$ cat src/rtl/mux_n_stream_if.sv
// N:1 stream selector bus: N_IN source channels in, one registered stream out.
// Latency: n/a (wiring only).
// Backpressure: carried by in_ready/out_ready.
interface mux_n_stream_if #(
    parameter int N_IN   = 3,
    parameter int DATA_W = 7
);
    localparam int SEL_W = $clog2(N_IN);

    logic [N_IN*DATA_W-1:0] in_data;
    logic [N_IN-1:0]        in_valid;
    logic [N_IN-1:0]        in_ready;
    logic                   mode;
    logic [SEL_W-1:0]       sel;
    logic [DATA_W-1:0]      out_data;
    logic                   out_valid;
    logic                   out_ready;
    logic [SEL_W-1:0]       out_src;
    logic                   sel_err;
    logic [15:0]            beat_cnt;

    modport slave (
        input  in_data, in_valid, mode, sel, out_ready,
        output in_ready, out_data, out_valid, out_src, sel_err, beat_cnt
    );

    modport master (
        output in_data, in_valid, mode, sel, out_ready,
        input  in_ready, out_data, out_valid, out_src, sel_err, beat_cnt
    );
endinterface

$ cat src/rtl/mux_n_stream.sv
// N:1 valid/ready stream selector, fixed or round-robin; MUX_BEAT_CNT_EN adds a beat counter.
// Latency: 1 cycle, full throughput.
// Backpressure: output register holds while out_valid && !out_ready; no input is granted then.
module mux_n_stream #(
    parameter int N_IN   = 3,
    parameter int DATA_W = 7
) (
    input  logic          clk,
    input  logic          rst_n,
    mux_n_stream_if.slave bus
);
    localparam int SEL_W = $clog2(N_IN);

    logic [SEL_W-1:0]  r_rr_ptr;
    logic [SEL_W-1:0]  r_src;
    logic [DATA_W-1:0] r_data;
    logic              r_valid;
    logic              r_sel_err;

    logic [SEL_W-1:0]  w_gnt;
    logic              w_gnt_vld;
    logic [DATA_W-1:0] w_gnt_dat;
    logic [N_IN-1:0]   w_in_ready;
    logic              w_load;
    logic              w_xfer;
    logic              w_sel_oob;

    assign w_load    = !r_valid || bus.out_ready;
    assign w_sel_oob = (int'(bus.sel) >= N_IN);
    assign w_xfer    = w_gnt_vld && w_load;

    // Round-robin scans downward so the lowest offset from r_rr_ptr is assigned last and wins.
    always_comb begin
        w_gnt_vld = 1'b0;
        w_gnt     = '0;
        if (!bus.mode) begin
            for (int i = 0; i < N_IN; i++) begin
                if (int'(bus.sel) == i && bus.in_valid[i]) begin
                    w_gnt_vld = 1'b1;
                    w_gnt     = SEL_W'(i);
                end
            end
        end else begin
            for (int k = N_IN - 1; k >= 0; k--) begin
                if (bus.in_valid[(int'(r_rr_ptr) + k) % N_IN]) begin
                    w_gnt_vld = 1'b1;
                    w_gnt     = SEL_W'((int'(r_rr_ptr) + k) % N_IN);
                end
            end
        end
    end

    always_comb begin
        w_gnt_dat  = '0;
        w_in_ready = '0;
        for (int i = 0; i < N_IN; i++) begin
            if (int'(w_gnt) == i) begin
                w_gnt_dat     = bus.in_data[i*DATA_W +: DATA_W];
                w_in_ready[i] = w_gnt_vld && w_load && rst_n;
            end
        end
    end

    always_ff @(posedge clk or negedge rst_n) begin
        if (!rst_n) begin
            r_valid   <= 1'b0;
            r_data    <= '0;
            r_src     <= '0;
            r_rr_ptr  <= '0;
            r_sel_err <= 1'b0;
        end else begin
            if (w_load) begin
                r_valid <= w_xfer;
                if (w_xfer) begin
                    r_data <= w_gnt_dat;
                    r_src  <= w_gnt;
                end
            end
            if (w_xfer && bus.mode) begin
                r_rr_ptr <= (int'(w_gnt) == N_IN - 1) ? '0 : SEL_W'(int'(w_gnt) + 1);
            end
            if (!bus.mode && w_sel_oob) begin
                r_sel_err <= 1'b1;
            end
        end
    end

    assign bus.in_ready  = w_in_ready;
    assign bus.out_data  = r_data;
    assign bus.out_valid = r_valid;
    assign bus.out_src   = r_src;
    assign bus.sel_err   = r_sel_err;

`ifdef MUX_BEAT_CNT_EN
    logic [15:0] r_beat_cnt;

    always_ff @(posedge clk or negedge rst_n) begin
        if (!rst_n) begin
            r_beat_cnt <= '0;
        end else if (r_valid && bus.out_ready && r_beat_cnt != 16'hFFFF) begin
            r_beat_cnt <= r_beat_cnt + 16'd1;
        end
    end

    assign bus.beat_cnt = r_beat_cnt;
`else
    assign bus.beat_cnt = 16'h0000;
`endif
endmodule

$ cat src/flat_wrapper.sv
// flat-port wrapper written by rule: the top's interface ports become plain ports
module mux_n_stream_flat 
#(
    parameter int N_IN   = 3,
    parameter int DATA_W = 7
)
  (clk, rst_n, bus_in_data, bus_in_valid, bus_mode, bus_sel, bus_out_ready, bus_in_ready, bus_out_data, bus_out_valid, bus_out_src, bus_sel_err, bus_beat_cnt);
  mux_n_stream_if #(.N_IN(N_IN), .DATA_W(DATA_W)) bus_i ();
  input  logic clk;
  input  logic rst_n;
  input wire logic [$bits(bus_i.in_data)-1:0] bus_in_data;
  input wire logic [$bits(bus_i.in_valid)-1:0] bus_in_valid;
  input wire logic [$bits(bus_i.mode)-1:0] bus_mode;
  input wire logic [$bits(bus_i.sel)-1:0] bus_sel;
  input wire logic [$bits(bus_i.out_ready)-1:0] bus_out_ready;
  output wire logic [$bits(bus_i.in_ready)-1:0] bus_in_ready;
  output wire logic [$bits(bus_i.out_data)-1:0] bus_out_data;
  output wire logic [$bits(bus_i.out_valid)-1:0] bus_out_valid;
  output wire logic [$bits(bus_i.out_src)-1:0] bus_out_src;
  output wire logic [$bits(bus_i.sel_err)-1:0] bus_sel_err;
  output wire logic [$bits(bus_i.beat_cnt)-1:0] bus_beat_cnt;
  assign bus_i.in_data = bus_in_data;
  assign bus_i.in_valid = bus_in_valid;
  assign bus_i.mode = bus_mode;
  assign bus_i.sel = bus_sel;
  assign bus_i.out_ready = bus_out_ready;
  assign bus_in_ready = bus_i.in_ready;
  assign bus_out_data = bus_i.out_data;
  assign bus_out_valid = bus_i.out_valid;
  assign bus_out_src = bus_i.out_src;
  assign bus_sel_err = bus_i.sel_err;
  assign bus_beat_cnt = bus_i.beat_cnt;
  mux_n_stream #(.N_IN(N_IN), .DATA_W(DATA_W)) u_core (.clk(clk), .rst_n(rst_n), .bus(bus_i));
endmodule
$ cat config.mk
export PLATFORM = sky130hd
export DESIGN_NAME = mux_n_stream_flat
export DESIGN_NICKNAME = d
export VERILOG_FILES = /design/src/rtl/mux_n_stream_if.sv /design/src/rtl/mux_n_stream.sv /design/src/flat_wrapper.sv
export SDC_FILE = /design/constraint.sdc
export NUM_CORES = 1
export LEC_CHECK = 0
export CORE_MARGIN = 2
export CORE_UTILIZATION = 51
export DETAILED_ROUTE_END_ITERATION = 8
export DONT_BUFFER_PORTS = 1
export PLACE_DENSITY_LB_ADDON = 0.05
export REMOVE_ABC_BUFFERS = 1
export SETUP_SLACK_MARGIN = 0.3
export SLEW_MARGIN = 20
export SYNTH_ARGS = -nofsm -noshare
export SYNTH_HDL_FRONTEND = slang
export SYNTH_SLANG_ARGS = --single-unit
$ cat constraint.sdc
create_clock -name clk -period 3.5 [get_ports clk]
set_input_delay 0.875 -clock clk [delete_from_list [all_inputs] [get_ports clk]]
set_output_delay 0.875 -clock clk [all_outputs]
set_load 0.01 [all_outputs]
==> impl_results.md <==
- Status: completed
- Clock latency on the worst-skew pair: 260 ps
- Final setup margin: 521 ps
- Post-layout total power: 0.000783 W
- Setup tns final: 0 ps
- Critical Path End Type: output pin
- Mapped Cells: 117
- Hold Path Class: in2async
- GPL Wtd Cong: 0.684
- Share of the synthesized area in the top cell type: 28.4%
- Cell variety after synth: 41
- Combinational Power Share: 52.5%
- Largest net degree at the start of global routing: 17
- Share of cells above drive strength 1: 16.9%
- Initial antenna violation count: 0
- Num CTS Buffers: 3
- Sw Share: 43.9%
- Row cnt: 17
- Crit path from: u_core.r_rr_ptr[0]
- DIE AREA: roughly 2600 um^2
- ANT cells: 0
- Simple-Gate Fraction of Synth Area: 17.3%
- CP Class: reg2out
- Worst path required time: 2620 ps
- Clock Tree Buf Depth: 2
- EDFF count, synth: 0
- Internal power: roughly 0.00044 W
- First-pass GRT wire length: approximately 4100 um
- Critical-path maximum fanout: 8
- Die Ht: 51.4 um
- Worst Path Arrival: 2100 ps
- Unrepaired setup endpoints after global routing: false
- Leak: slightly below 0.5 nW
- Hpwl dp: 1880 um
- Clk slew on worst S/H paths: 80 ps
- Syn Area/Cell: about 10 um^2
- Post-route ant nets: 0
- Hold Violations, Final: 0
- Final Skew: 0.484 ps
- Critical path's top delay family: compound AO/OA/AOI/OAI gates
- Flop pwr share: 35.8%
- NetSw: 0.000344 W
- CTS sink cnt: 13
- Post-CTS Setup Repair Bufs: 0
- Die Wd: between 50 and 60 um
- Yosys top cell by area: dfrtp_1
- Starting Density: 52.7%
- DR DRC count: 0
- Synth async-reset ratio: 100%
- Final Max Slew Viols: 0
- GRT Util Overall: 20.6%
- DR iter-0 viols: 9
- Worst path bufs/invs: 1
- Min Tclk post-route: between 2000 and 3000 ps
- Ys Warns: 0
- Vias after detailed routing: 847
- Root buffer cell: clkbuf_4
- Max-Cap Viols: 0
- Crit share post-route: 85.1%
- Most frequent cell after synthesis: buf_4
- Via/cell ratio: 5.80
- Commonest cells in the netlist: 17 x buf_4, 13 x dfrtp_1, 10 x mux2i_1
- Largest family of logic cells by synthesized area: compound AO/OA/AOI/OAI gates
- Mux cell area share after synthesis: 12.7%
- Clock power frac: 11.7%
- Gr ovfl total: 0
- Post-synth top flop: dfrtp_1
- Fmax: 336 MHz
- Worst stage delay on the critical path: 420 ps
- Vias in the first global route: 854
- Post-CTS Hold Buffers: 0
- Core area: 2170 um^2
- DRT Wirelength: 2400 um
- H-tree Lvls: 1
- Worst vdd ir: roughly 0.00035 V
- Routed len/inst: 16.4 um
- Nets: 152
- TritonCTS clock tree: built
- Post-CTS sizing: 0
- DP Worst Slack: 726 ps
- Area grow syn2layout: -0.656%
- Critical path's slowest cell: o41ai_2
- Post-Synth Adder-Cell Area: 3.28%
- Xor/xnor share of the synthesized area: 0%
- Worst r2r src: u_core.r_rr_ptr[0]
- P per Cell Area: 689 nW/um^2
- Finish-stage setup viols: 0
- Yosys reg bits: 13
- Drt first pass iters: 4
- I/O pins: 60
- Synth Cell Area: approximately 1100 um^2
- Critical path launch point type: register
- Port Buffers: 0
- Synth Area in Compound Gates: between 20 and 25%
- Ranking of synthesized cells by area: dfrtp_1 28%, buf_4 11%, mux2i_1 8.8%, o211ai_2 7.7%, mux2_1 3.9%
- Cells along the critical path: inv_1 > ha_1 > a21oi_1 > a32oi_1 > o41ai_2 > nor2_2 > and3_1
- Post-synthesis sequential area ratio: approximately 28%
[per-layer routing]
| metal | global-route usage, % | vias to the layer above | part of all wire (%) |
|---|---|---|---|
| met5 | 0 | - | 0 |
| met4 | 6.58 | 0 | 0.67 |
| met3 | 3.51 | 2 | 4.9 |
| met2 | 37.0 | 26 | 53 |
| met1 | 25.0 | 416 | 42 |
| li1 | - | 403 | - |
[cell type report]
type	instances	area [um^2]
inverter	4	15.0
clock buffer	4	26.3
timing repair buffer	4	30.0
fill	231	1030
tap	28	35.0
sequential	13	325
multi-input combinational	93	704
[sequential cells by signal (all words and copies together), names as in the netlist]
| register | flops |
|---|---|
| u_core.bus.out_data | 7 |
| u_core.bus.out_src | 2 |
| u_core.bus.sel_err | 1 |
| u_core.r_rr_ptr | 2 |
| u_core.bus.out_valid | 1 |
[path summary, 6_finish.rpt]
kind | to | slack (ps) | depth (start not counted)
min reg2reg | u_core.bus.sel_err | 540 | 1
max in group asynchronous | u_core.bus.sel_err | 3140 | 0
min in group clk | u_core.bus.sel_err | 540 | 1
min | u_core.r_rr_ptr[0] | 290 | 0
max | bus_in_ready[2] | 520 | 7
max reg2reg | u_core.bus.out_data[4] | 1070 | 8
[through the flow]
| step | utilization [%] | instances | cell area [um^2] | hold WS (ps) |
|---|---|---|---|---|
| floorplan | - | 110 | 1040 | 488 |
| global placement | 50.7 | 142 | 1100 | 511 |
| detailed placement | 50.7 | 142 | 1100 | 529 |
| CTS | 52.0 | 146 | 1130 | 287 |
| global route | 52.4 | 146 | 1140 | 272 |
| finish | 52.4 | 146 | 1140 | 293 |
[placed cells by master, fill, tap and decap left out, types with 2 or more instances in the layout]
master | synthesis | routed
nor2b_1 | 4 | 4
o21ai_0 | 7 | 7
clkbuf_4 | 0 | 3
dfrtp_1 | 13 | 13
o211ai_2 | 7 | 7
nand2_1 | 2 | 2
nor2_1 | 2 | 2
and3_1 | 3 | 3
buf_4 | 17 | 4
inv_1 | 3 | 3
nand2b_1 | 4 | 4
nand3b_1 | 2 | 2
ha_1 | 3 | 2
o211ai_1 | 2 | 2
mux2i_1 | 10 | 10
mux2_1 | 4 | 4
conb_1 | 1 | 16
nand4_1 | 7 | 7
[cell families after synthesis]
group / Yosys count
simple gates: 31
compound gates: 29
buf+inv: 26
mux: 14
flops: 13
fa+ha+maj: 3
other cells: 1
[power groups by stage]
stage / Combinational [W] / Clock [W] / Sequential, W
finish: 0.000411 / 0.0000913 / 0.000280
global route: 0.000458 / 0.000102 / 0.000289
CTS: 0.000405 / 0.0000944 / 0.000282
detailed placement: 0.000404 / 0 / 0.000284
global placement: 0.000393 / 0 / 0.000281
floorplan: 0.000321 / 0 / 0.000268
Note: power is estimated with default switching activity, not from simulation.
